`config.mk`:
```
export PLATFORM = sky130hd
export DESIGN_NAME = instruction_loader
export DESIGN_NICKNAME = d
export VERILOG_FILES = /design/src/rtl/loader_pkg.sv /design/src/rtl/byte_assembler.sv /design/src/rtl/instruction_loader.sv
export SDC_FILE = /design/constraint.sdc
export NUM_CORES = 1
export LEC_CHECK = 0
export ABC_AREA = 0
export ABC_CLOCK_PERIOD_IN_PS = 4100
export CAP_MARGIN = 20
export CORE_AREA = 2 2 145 147
export CTS_CLUSTER_SIZE = 20
export DETAILED_ROUTE_END_ITERATION = 7
export DIE_AREA = 0 0 147 149
export PLACE_DENSITY = 0.59
export SYNTH_ARGS = -nofsm -noshare
export SYNTH_HDL_FRONTEND = slang
export SYNTH_SLANG_ARGS = --single-unit
export TNS_END_PERCENT = 1
```
`constraint.sdc`:
```
create_clock -name clk_i -period 4.1 [get_ports clk_i]
set_clock_uncertainty 0.1 [all_clocks]
set_input_delay 0.82 -clock clk_i [delete_from_list [all_inputs] [get_ports clk_i]]
set_output_delay 0.82 -clock clk_i [all_outputs]
set_load 0.02 [all_outputs]
```
`src/rtl/loader_pkg.sv`:
```
// Shared state encoding and stream framing constants for the instruction loader.
package loader_pkg;

  typedef enum logic [2:0] {
    S_COUNT,
    S_CHECK,
    S_DATA,
    S_WRITE,
    S_DONE,
    S_ERROR
  } state_e;

  localparam int HEADER_BYTES = 4;
  localparam int WORD_BYTES   = 4;

endpackage

```
`src/rtl/byte_assembler.sv`:
```
// Collects four stream bytes into a little-endian 32-bit word; the first byte lands in bits 7:0.
module byte_assembler
  import loader_pkg::*;
(
  input  logic        clk_i,
  input  logic        reset_i,
  input  logic        clear_i,
  input  logic        byte_fire_i,
  input  logic [7:0]  byte_i,
  output logic [31:0] word_o,
  output logic        word_complete_o
);

  localparam logic [1:0] LAST_BYTE = 2'(WORD_BYTES - 1);

  logic [1:0]  count_q;
  logic [31:0] word_q;

  // Shifting in from the top leaves the first byte in the low lane after four bytes.
  always_ff @(posedge clk_i) begin
    if (reset_i || clear_i) begin
      count_q <= 2'd0;
      word_q  <= 32'd0;
    end else if (byte_fire_i) begin
      count_q <= count_q + 2'd1;
      word_q  <= {byte_i, word_q[31:8]};
    end
  end

  assign word_o          = word_q;
  assign word_complete_o = byte_fire_i && (count_q == LAST_BYTE);

endmodule

```
`src/rtl/instruction_loader.sv`:
```
// Loads a length-prefixed byte stream into instruction memory and releases the core when done.
module instruction_loader
  import loader_pkg::*;
#(
  parameter logic [31:0] BASE_ADDR   = 32'h0000_0000,
  parameter int          DEPTH_WORDS = 256,
  parameter int          COUNT_WIDTH = 32
) (
  input  logic        clk_i,
  input  logic        reset_i,
  input  logic        byte_valid_i,
  input  logic [7:0]  byte_data_i,
  output logic        byte_ready_o,
  output logic        imem_write_enable_o,
  output logic [31:0] imem_address_o,
  output logic [31:0] imem_data_o,
  output logic        core_reset_o,
  output logic        done_o,
  output logic        error_o
);

  state_e                 state_q, state_d;
  logic [COUNT_WIDTH-1:0] count_q, index_q, header_n;
  logic                   ready_q, we_q, core_reset_q, done_q, error_q;
  logic [31:0]            addr_q, data_q;
  logic [31:0]            asm_word;
  logic                   asm_complete;
  logic                   byte_fire;

  assign byte_fire = byte_valid_i && ready_q;
  assign header_n  = COUNT_WIDTH'(asm_word);

  byte_assembler u_assembler (
    .clk_i           (clk_i),
    .reset_i         (reset_i),
    .clear_i         (state_q == S_CHECK),
    .byte_fire_i     (byte_fire),
    .byte_i          (byte_data_i),
    .word_o          (asm_word),
    .word_complete_o (asm_complete)
  );

  always_comb begin
    state_d = state_q;
    case (state_q)
      S_COUNT: if (asm_complete) state_d = S_CHECK;
      S_CHECK: begin
        if (header_n == '0)                                state_d = S_DONE;
        else if (header_n > COUNT_WIDTH'(DEPTH_WORDS))     state_d = S_ERROR;
        else                                               state_d = S_DATA;
      end
      S_DATA:  if (asm_complete) state_d = S_WRITE;
      S_WRITE: state_d = (index_q + COUNT_WIDTH'(1) == count_q) ? S_DONE : S_DATA;
      default: state_d = state_q;
    endcase
  end

  // Outputs are registered from the next state so they line up with the state they describe.
  always_ff @(posedge clk_i) begin
    if (reset_i) begin
      state_q      <= S_COUNT;
      count_q      <= '0;
      index_q      <= '0;
      ready_q      <= 1'b1;
      we_q         <= 1'b0;
      addr_q       <= BASE_ADDR;
      data_q       <= 32'd0;
      core_reset_q <= 1'b1;
      done_q       <= 1'b0;
      error_q      <= 1'b0;
    end else begin
      state_q      <= state_d;
      ready_q      <= (state_d == S_COUNT) || (state_d == S_DATA);
      we_q         <= (state_d == S_WRITE);
      core_reset_q <= (state_d != S_DONE);
      done_q       <= (state_d == S_DONE);
      error_q      <= (state_d == S_ERROR);
      if (state_q == S_CHECK) begin
        count_q <= header_n;
        index_q <= '0;
      end
      if (state_q == S_WRITE) begin
        index_q <= index_q + COUNT_WIDTH'(1);
        data_q  <= asm_word;
      end
      if (state_d == S_WRITE) begin
        addr_q <= BASE_ADDR + (32'(index_q) << 2);
      end
    end
  end

  // The assembler is frozen during S_WRITE, so its word is presented directly on the strobe
  // cycle and a registered copy holds it afterwards.
  assign imem_data_o         = we_q ? asm_word : data_q;
  assign imem_address_o      = addr_q;
  assign imem_write_enable_o = we_q;
  assign byte_ready_o        = ready_q;
  assign core_reset_o        = core_reset_q;
  assign done_o              = done_q;
  assign error_o             = error_q;

endmodule
```
==> impl_results.rst, run 1 <==
.. list-table::
   :header-rows: 1

   * - Metric
     - Value
   * - Post-synthesis instance area
     - 0.008009 sq mm
   * - RSZ-0062 raised after global routing
     - no
   * - Post-route DRC
     - 0
   * - DP Cell Count
     - 1316
   * - DR pass1 iterations
     - 5
   * - Length of routed met2 wiring
     - 10340 um
   * - Peak clock frequency supported by timing
     - 293.5 MHz
   * - First-pass GRT wire length
     - 36100 um
   * - Overall overflow remaining after global route
     - 0
   * - Number of hold violations in the final report
     - 0
   * - Category of the worst setup path launch point
     - flop
   * - Io pins
     - 80
   * - Met3 wirelength from detailed routing
     - 841 um
   * - Largest net degree at the start of global routing
     - 90
   * - CP Data Required Time
     - 4.33 ns
   * - Synth Area per Inst
     - 7.791 sq um
   * - Number of synthesized flops with an enable pin
     - 0
   * - Clk sinks
     - 168
   * - Cell Pwr Density
     - 351.9 mW/mm^2
   * - Non-filler cells in the finished layout
     - 1348
   * - Remaining number of nets flagged by the antenna check after routing
     - 0
   * - Initial core utilization
     - 0.3896
   * - Die height
     - 149 um
   * - Die Wd
     - 147 um
   * - Diodes inserted
     - 0
   * - Resize count post-CTS
     - 0
   * - Max Transition Viols Final
     - 0
   * - Clock transition time at the flip-flop clock pins of the worst setup and hold paths
     - 0.07 ns
   * - Critical path endpoint category
     - flop
   * - Max capacitance violation total
     - 0
   * - Area enclosed by the die boundary
     - 0.02190 sq mm
   * - Number of global-route vias before repair
     - 6598
   * - WL final
     - 22530 um
   * - Final worst-path cycle share
     - 0.8309
   * - H-tree Lvls
     - 4
   * - Number of distinct library cell variants in the gate-level netlist after synthesis
     - 61
   * - Combined global-route utilization of all metal layers
     - 0.2069
   * - Classification of the worst-slack hold path
     - reg -> reg
   * - Count of yosys warnings during synthesis
     - 0
   * - Arrival time at the worst endpoint
     - 3.63 ns
   * - Fraction of registers with async set or reset after synthesis
     - 0
   * - Number of antenna violations at the first check in global routing
     - 0
   * - CTS tree
     - built
   * - Area share of the largest cell type after synthesis
     - 0.4199
   * - Number of vias after detailed routing
     - 7150
   * - Post-Route M1 WL
     - 11050 um
   * - Clock root cell
     - sky130_fd_sc_hd__clkbuf_16
   * - Hold-fix buffers, CTS
     - 0
   * - Layout cell share with drive strength beyond 1
     - 0.09133
   * - Wire per inst
     - 16.71 um
   * - Area Overhead vs Synth
     - 19.04%
   * - Number of DRC violations after detailed-routing iteration 0
     - 520
   * - Transition at the pin with the smallest max-transition slack
     - 0.8254 ns
   * - Headroom to the max-slew limit
     - 0.4427
   * - Peak ir drop on the vdd network
     - 0.3145 mV
   * - Max FO, Critical Path
     - 8
   * - Number of register bits inferred by synthesis
     - 168
   * - Vias per cell
     - 5.304
   * - Fraction of the yosys area taken by sequential cells
     - 0.4199
   * - P_leak
     - 3.404 nW
   * - Clock buffer depth
     - 2
   * - Post-CTS setup buffer count
     - 0
   * - Filler cells
     - 2088
   * - Most numerous cell types in the synthesized netlist
     - sky130_fd_sc_hd__nand2_1 (260), sky130_fd_sc_hd__dfxtp_1 (168), sky130_fd_sc_hd__a21oi_1 (139)
   * - Cells after Synth
     - 1028
   * - Sum Neg Setup Slack
     - 0 ns
   * - Source-to-sink clock delay at the later pin of the worst-skew pair
     - 0.43 ns
   * - Finish-stage setup viols
     - 0
   * - Yosys top cell by area
     - sky130_fd_sc_hd__dfxtp_1
   * - Port buffer count
     - 77
   * - Final weighted congestion in routability-driven placement
     - 0.9078
   * - Top_reg_cell synth
     - sky130_fd_sc_hd__dfxtp_1
   * - Cell types occupying the most area after synthesis
     - sky130_fd_sc_hd__dfxtp_1 (42%), sky130_fd_sc_hd__nand2_1 (12%), sky130_fd_sc_hd__a21oi_1 (8.7%)
   * - Dominant cell by count in the synthesized netlist
     - sky130_fd_sc_hd__nand2_1
   * - Time the worst path needs with I/O delays and setup
     - 3.407 ns
   * - Dpl hpwl
     - 15050 um
   * - Top routing layer in use
     - met4
   * - Net count reported at finish
     - 1074
   * - Core Footprint
     - 0.02056 sq mm
   * - Rows
     - 53
   * - Worst Setup Path Type
     - reg -> reg
   * - Result of the run
     - completed
   * - Cts bufs inserted
     - 17
where the power goes:
part | switching, W | internal (W) | leakage, nW
sequential | 0.0000222 | 0.00164 | 1.36
combinational | 0.0000687 | 0.0000345 | 1.78
clock | 0.000712 | 0.000873 | 0.270
total | 0.000803 | 0.00255 | 3.40
worst max-delay path, stage by stage, from the launching register on:
cell	delay, ns
sky130_fd_sc_hd__dfxtp_1	0.50
sky130_fd_sc_hd__ha_1	0.32
sky130_fd_sc_hd__and3_1	0.29
sky130_fd_sc_hd__nand2_1	0.15
sky130_fd_sc_hd__or3_1	0.39
sky130_fd_sc_hd__a2111oi_0	0.41
sky130_fd_sc_hd__buf_4	0.18
sky130_fd_sc_hd__nand4_1	0.09
sky130_fd_sc_hd__a2111o_1	0.51
sky130_fd_sc_hd__o311a_1	0.37
metal layers:
layer  vias to the layer above  track usage
met5                         -            0
met4                         0      0.06683
met3                        25      0.03242
met2                       151       0.3284
met1                      3369       0.2898
li1                       3605            -
cell usage in the layout (no fill, tap or decap), types with 13 or more instances in the layout:
master                            count
sky130_fd_sc_hd__clkdlybuf4s50_1     76
sky130_fd_sc_hd__nor2_1              64
sky130_fd_sc_hd__nand3_1             25
sky130_fd_sc_hd__o21ai_0             28
sky130_fd_sc_hd__nor4_1              15
sky130_fd_sc_hd__buf_4               18
sky130_fd_sc_hd__a21oi_1            139
sky130_fd_sc_hd__clkbuf_16           17
sky130_fd_sc_hd__nand2_1            260
sky130_fd_sc_hd__mux2_2              33
sky130_fd_sc_hd__xnor2_1             22
sky130_fd_sc_hd__xor2_1              18
sky130_fd_sc_hd__nor3_1              19
sky130_fd_sc_hd__nand4_1             15
sky130_fd_sc_hd__mux2i_1             30
sky130_fd_sc_hd__dfxtp_1            168
sky130_fd_sc_hd__or3_1               13
kinds of logic (layout without fill, tap and decap cells):
family / Yosys count / in the layout / synth area share
buffers and inverters: 89 / 133 / 0.04531
other: 1 / 2 / 0.0004682
flip-flops: 168 / 168 / 0.4199
XOR/XNOR: 40 / 40 / 0.04374
AO/OA/AOI/OAI: 200 / 200 / 0.1379
adder cells (fa/ha/maj): 2 / 2 / 0.003124
AND/OR/NAND/NOR: 465 / 465 / 0.2656
multiplexers: 63 / 63 / 0.08389
final timing paths:
check / start / endpoint / slack, ns / cells after the start
setup / recovery: index_q[0]$_SDFFE_PP0P_ / byte_ready_o$_SDFF_PP1_ / 0.69 / 9
hold / removal: data_q[27]$_SDFFE_PP0P_ / data_q[27]$_SDFFE_PP0P_ / 0.35 / 2
setup reg to reg: index_q[0]$_SDFFE_PP0P_ / byte_ready_o$_SDFF_PP1_ / 0.69 / 9
hold reg to reg: data_q[27]$_SDFFE_PP0P_ / data_q[27]$_SDFFE_PP0P_ / 0.35 / 2
per-stage QoR:
| stage | util | worst slack (ns) | instance area, sq um | hold WS (ns) | power (W) |
|---|---|---|---|---|---|
| after floorplan | - | 1.249 | 8013 | 0.3338 | 0.001763 |
| after global placement | 0.4348 | 0.7787 | 8937 | 0.3384 | 0.001803 |
| after detailed placement | 0.4348 | 0.7229 | 8937 | 0.3460 | 0.001804 |
| after CTS | 0.4624 | 0.7023 | 9507 | 0.3554 | 0.003383 |
| after global routing | 0.4638 | 0.4748 | 9534 | 0.3692 | 0.003465 |
| final | 0.4638 | 0.6933 | 9534 | 0.3528 | 0.003355 |
final cells by class:
type	instances	area [sq um]	area share
clock buffer	19	452.9	0.04751
tap	275	344.1	0.03609
sequential	168	3363	0.3528
clock inverter	12	116.4	0.01220
timing repair buffer	96	943.4	0.09895
inverter	6	22.52	0.002362
multi-input combinational	772	4292	0.4501
registers in the layout, indices dropped and copies added, names as in the netlist:
name,cells
index_q,32
error_o,1
data_q,32
u_assembler.word_o,32
state_q,3
u_assembler.count_q,2
imem_address_o,30
count_q,32
core_reset_o,1
imem_write_enable_o,1
done_o,1
byte_ready_o,1
Note: power is estimated with default switching activity, not from simulation.
==> inputs of run 2 (changes only) <==
--- a/config.mk
+++ b/config.mk
@@ -6,7 +6,7 @@
 export NUM_CORES = 1
 export LEC_CHECK = 0
 export ABC_AREA = 0
-export ABC_CLOCK_PERIOD_IN_PS = 4100
+export ABC_CLOCK_PERIOD_IN_PS = 3410
 export CAP_MARGIN = 20
 export CORE_AREA = 2 2 145 147
 export CTS_CLUSTER_SIZE = 20
==> constraint.sdc (replaced) <==
create_clock -name clk_i -period 3.41 [get_ports clk_i]
set_clock_uncertainty 0.1 [all_clocks]
set_input_delay 0.682 -clock clk_i [delete_from_list [all_inputs] [get_ports clk_i]]
set_output_delay 0.682 -clock clk_i [all_outputs]
set_load 0.02 [all_outputs]
==> run 2 against run 1 <==
  * Worst setup slack got worse by 0.49 ns
  * Non-clock buffer count increased by 23
  * Flip-flop and latch count unchanged
  * Global-route usage increased by 0.28 points
  * Combinational power increased by 34%
  * Critical path depth unchanged
  * Clock-buffer cell count increased by 2
  * Fmax increased by 6.4%
  * Critical endpoint unchanged
==> impl_results.rst, run 2 (synthesized netlist as in run 1, its figures left out) <==
.. list-table::
   :header-rows: 1

   * - Metric
     - Value
   * - H-tree Lvls
     - 4 (unchanged)
   * - Clk sinks
     - 168 (unchanged)
   * - Area Overhead vs Synth
     - 20.34%
   * - WL final
     - 22500 um (-0.13%)
   * - Peak clock frequency supported by timing
     - 312.2 MHz (+6.4%)
   * - Hold-fix buffers, CTS
     - 0 (unchanged)
   * - Cell Pwr Density
     - 406.0 mW/mm^2 (+15%)
   * - CTS tree
     - built
   * - Transition at the pin with the smallest max-transition slack
     - 0.7387 ns (-0.08673 ns)
   * - Clock root cell
     - sky130_fd_sc_hd__clkbuf_16
   * - Number of DRC violations after detailed-routing iteration 0
     - 457 (-12%)
   * - Diodes inserted
     - 0 (unchanged)
   * - Remaining number of nets flagged by the antenna check after routing
     - 0 (unchanged)
   * - Wire per inst
     - 16.41 um (-1.8%)
   * - Most common cell after layout, fill and taps aside
     - sky130_fd_sc_hd__nand2_1
   * - Port buffer count
     - 77 (unchanged)
   * - DR pass1 iterations
     - 5 (unchanged)
   * - Post-route DRC
     - 0 (unchanged)
   * - Finish-stage setup viols
     - 0 (unchanged)
   * - Cts bufs inserted
     - 17 (unchanged)
   * - Number of global-route vias before repair
     - 6648 (+0.76%)
   * - Critical path endpoint category
     - flop
   * - Rows
     - 53 (unchanged)
   * - P_leak
     - 3.487 nW (+2.5%)
   * - Category of the worst setup path launch point
     - flop
   * - Filler cells
     - 2098 (+0.48%)
   * - Number of antenna violations at the first check in global routing
     - 0 (unchanged)
   * - Final worst-path cycle share
     - 0.9392 (+0.1083)
   * - Worst hold slack after final layout
     - 0.3522 ns (-0.0006040 ns)
   * - Final total power
     - 0.003913 W (+17%)
   * - Overall overflow remaining after global route
     - 0 (unchanged)
   * - Final weighted congestion in routability-driven placement
     - 0.9087 (about the same)
   * - Sum Neg Setup Slack
     - 0 ns (unchanged)
   * - Dpl hpwl
     - 15320 um (+1.8%)
   * - Net count reported at finish
     - 1097 (+2.1%)
   * - CP Data Required Time
     - 3.63 ns (-0.70 ns)
   * - Result of the run
     - completed
   * - Area enclosed by the die boundary
     - 0.02190 sq mm (unchanged)
   * - Io pins
     - 80 (unchanged)
   * - Arrival time at the worst endpoint
     - 3.42 ns (-0.21 ns)
   * - Die Wd
     - 147 um (unchanged)
   * - Clock transition time at the flip-flop clock pins of the worst setup and hold paths
     - 0.06 ns (about the same)
   * - Most frequent cells in the layout
     - sky130_fd_sc_hd__nand2_1 (260), sky130_fd_sc_hd__dfxtp_1 (168), sky130_fd_sc_hd__a21oi_1 (139)
   * - First-pass GRT wire length
     - 36690 um (+1.6%)
   * - Non-filler cells in the finished layout
     - 1371 (+1.7%)
   * - Resize count post-CTS
     - 0 (unchanged)
   * - Max Transition Viols Final
     - 0 (unchanged)
   * - Post-CTS setup buffer count
     - 0 (unchanged)
   * - Peak ir drop on the vdd network
     - 0.3497 mV (+11%)
   * - Core Footprint
     - 0.02056 sq mm (unchanged)
   * - Largest net degree at the start of global routing
     - 58 (-36%)
   * - DP Cell Count
     - 1340 (+1.8%)
   * - Source-to-sink clock delay at the later pin of the worst-skew pair
     - 0.44 ns (about the same)
   * - Combined global-route utilization of all metal layers
     - 0.2096 (+0.002756)
   * - Max FO, Critical Path
     - 5 (-3)
   * - Die height
     - 149 um (unchanged)
   * - Time the worst path needs with I/O delays and setup
     - 3.203 ns (-0.2039 ns)
   * - Headroom to the max-slew limit
     - 0.5013 (+0.05855)
   * - Classification of the worst-slack hold path
     - reg -> reg
   * - Clock buffer depth
     - 2 (unchanged)
   * - Max capacitance violation total
     - 0 (unchanged)
   * - Layout cell share with drive strength beyond 1
     - 0.1086 (+0.01724)
   * - Vias per cell
     - 5.241 (-1.2%)
   * - Worst Setup Path Type
     - reg -> reg
   * - Number of vias after detailed routing
     - 7185 (+0.49%)
   * - Number of hold violations in the final report
     - 0 (unchanged)
   * - Initial core utilization
     - 0.3896 (unchanged)
   * - RSZ-0062 raised after global routing
     - no
-- run 2: cell count changes in the layout (fill, tap and decap cells not counted) --
cell                         previous run  this run
sky130_fd_sc_hd__clkbuf_1               0         2
sky130_fd_sc_hd__buf_16                 1         0
sky130_fd_sc_hd__clkinvlp_4             4         6
sky130_fd_sc_hd__bufinv_16              1         0
sky130_fd_sc_hd__clkinv_4               1         0
sky130_fd_sc_hd__buf_12                 1         0
sky130_fd_sc_hd__inv_8                  1         0
sky130_fd_sc_hd__inv_6                  3         2
sky130_fd_sc_hd__buf_4                 18        43
-- run 2: where the power goes --
| part | switching [W] | internal [W] |
|---|---|---|
| clock | 0.000813 | 0.000967 |
| combinational | 0.0000939 | 0.0000437 |
| sequential | 0.0000178 | 0.00198 |
| total | 0.000925 | 0.00299 |
-- run 2: worst paths after layout --
path	cells after the start	startpoint	slack, ns	endpoint
worst min register to register	2	data_q[16]$_SDFFE_PP0P_	0.35	data_q[16]$_SDFFE_PP0P_
worst max register to register	9	index_q[0]$_SDFFE_PP0P_	0.21	byte_ready_o$_SDFF_PP1_
worst min-delay path	2	data_q[16]$_SDFFE_PP0P_	0.35	data_q[16]$_SDFFE_PP0P_
worst max-delay path	9	index_q[0]$_SDFFE_PP0P_	0.21	byte_ready_o$_SDFF_PP1_
-- run 2: cell type report --
type | instances | area (sq um) | area share
clock buffers | 21 | 460.4 | 0.04777
clock inverters | 10 | 72.57 | 0.007530
inverters | 6 | 22.52 | 0.002337
multi-input cells | 772 | 4292 | 0.4453
flip-flops and latches | 168 | 3363 | 0.3490
well taps | 275 | 344.1 | 0.03570
repair buffers | 119 | 1084 | 0.1124
-- run 2: routing by layer --
metal / track usage / part of all wire
met4: 0.05481 / 0.012
met5: 0 / 0
met3: 0.03639 / 0.040
met2: 0.3308 / 0.45
met1: 0.2982 / 0.50
-- run 2: critical path, stage by stage, from the launching register on --
cell and delay (ns):
sky130_fd_sc_hd__dfxtp_1 0.33, sky130_fd_sc_hd__ha_1 0.23, sky130_fd_sc_hd__and3_1 0.31, sky130_fd_sc_hd__nand2_1 0.17, sky130_fd_sc_hd__or3_1 0.39, sky130_fd_sc_hd__a2111oi_0 0.43
sky130_fd_sc_hd__buf_4 0.19, sky130_fd_sc_hd__nand4_1 0.09, sky130_fd_sc_hd__a2111o_1 0.49, sky130_fd_sc_hd__o311a_1 0.35
-- run 2: stage by stage --
step | worst slack (ns) | utilization | cell area (sq um)
floorplan | 0.5589 | - | 8013
global placement | 0.2539 | 0.4429 | 9105
detailed placement | 0.2096 | 0.4429 | 9105
CTS | 0.2028 | 0.4688 | 9638
global route | 0.02327 | 0.4688 | 9638
finish | 0.2072 | 0.4688 | 9638
==> inputs of run 3 (changes only) <==
--- a/config.mk
+++ b/config.mk
@@ -6,7 +6,6 @@
 export NUM_CORES = 1
 export LEC_CHECK = 0
 export ABC_AREA = 0
-export ABC_CLOCK_PERIOD_IN_PS = 3410
 export CAP_MARGIN = 20
 export CORE_AREA = 2 2 145 147
 export CTS_CLUSTER_SIZE = 20
==> results of run 3 <==
The final DEF is identical to that of run 2; final timing and power are the same.
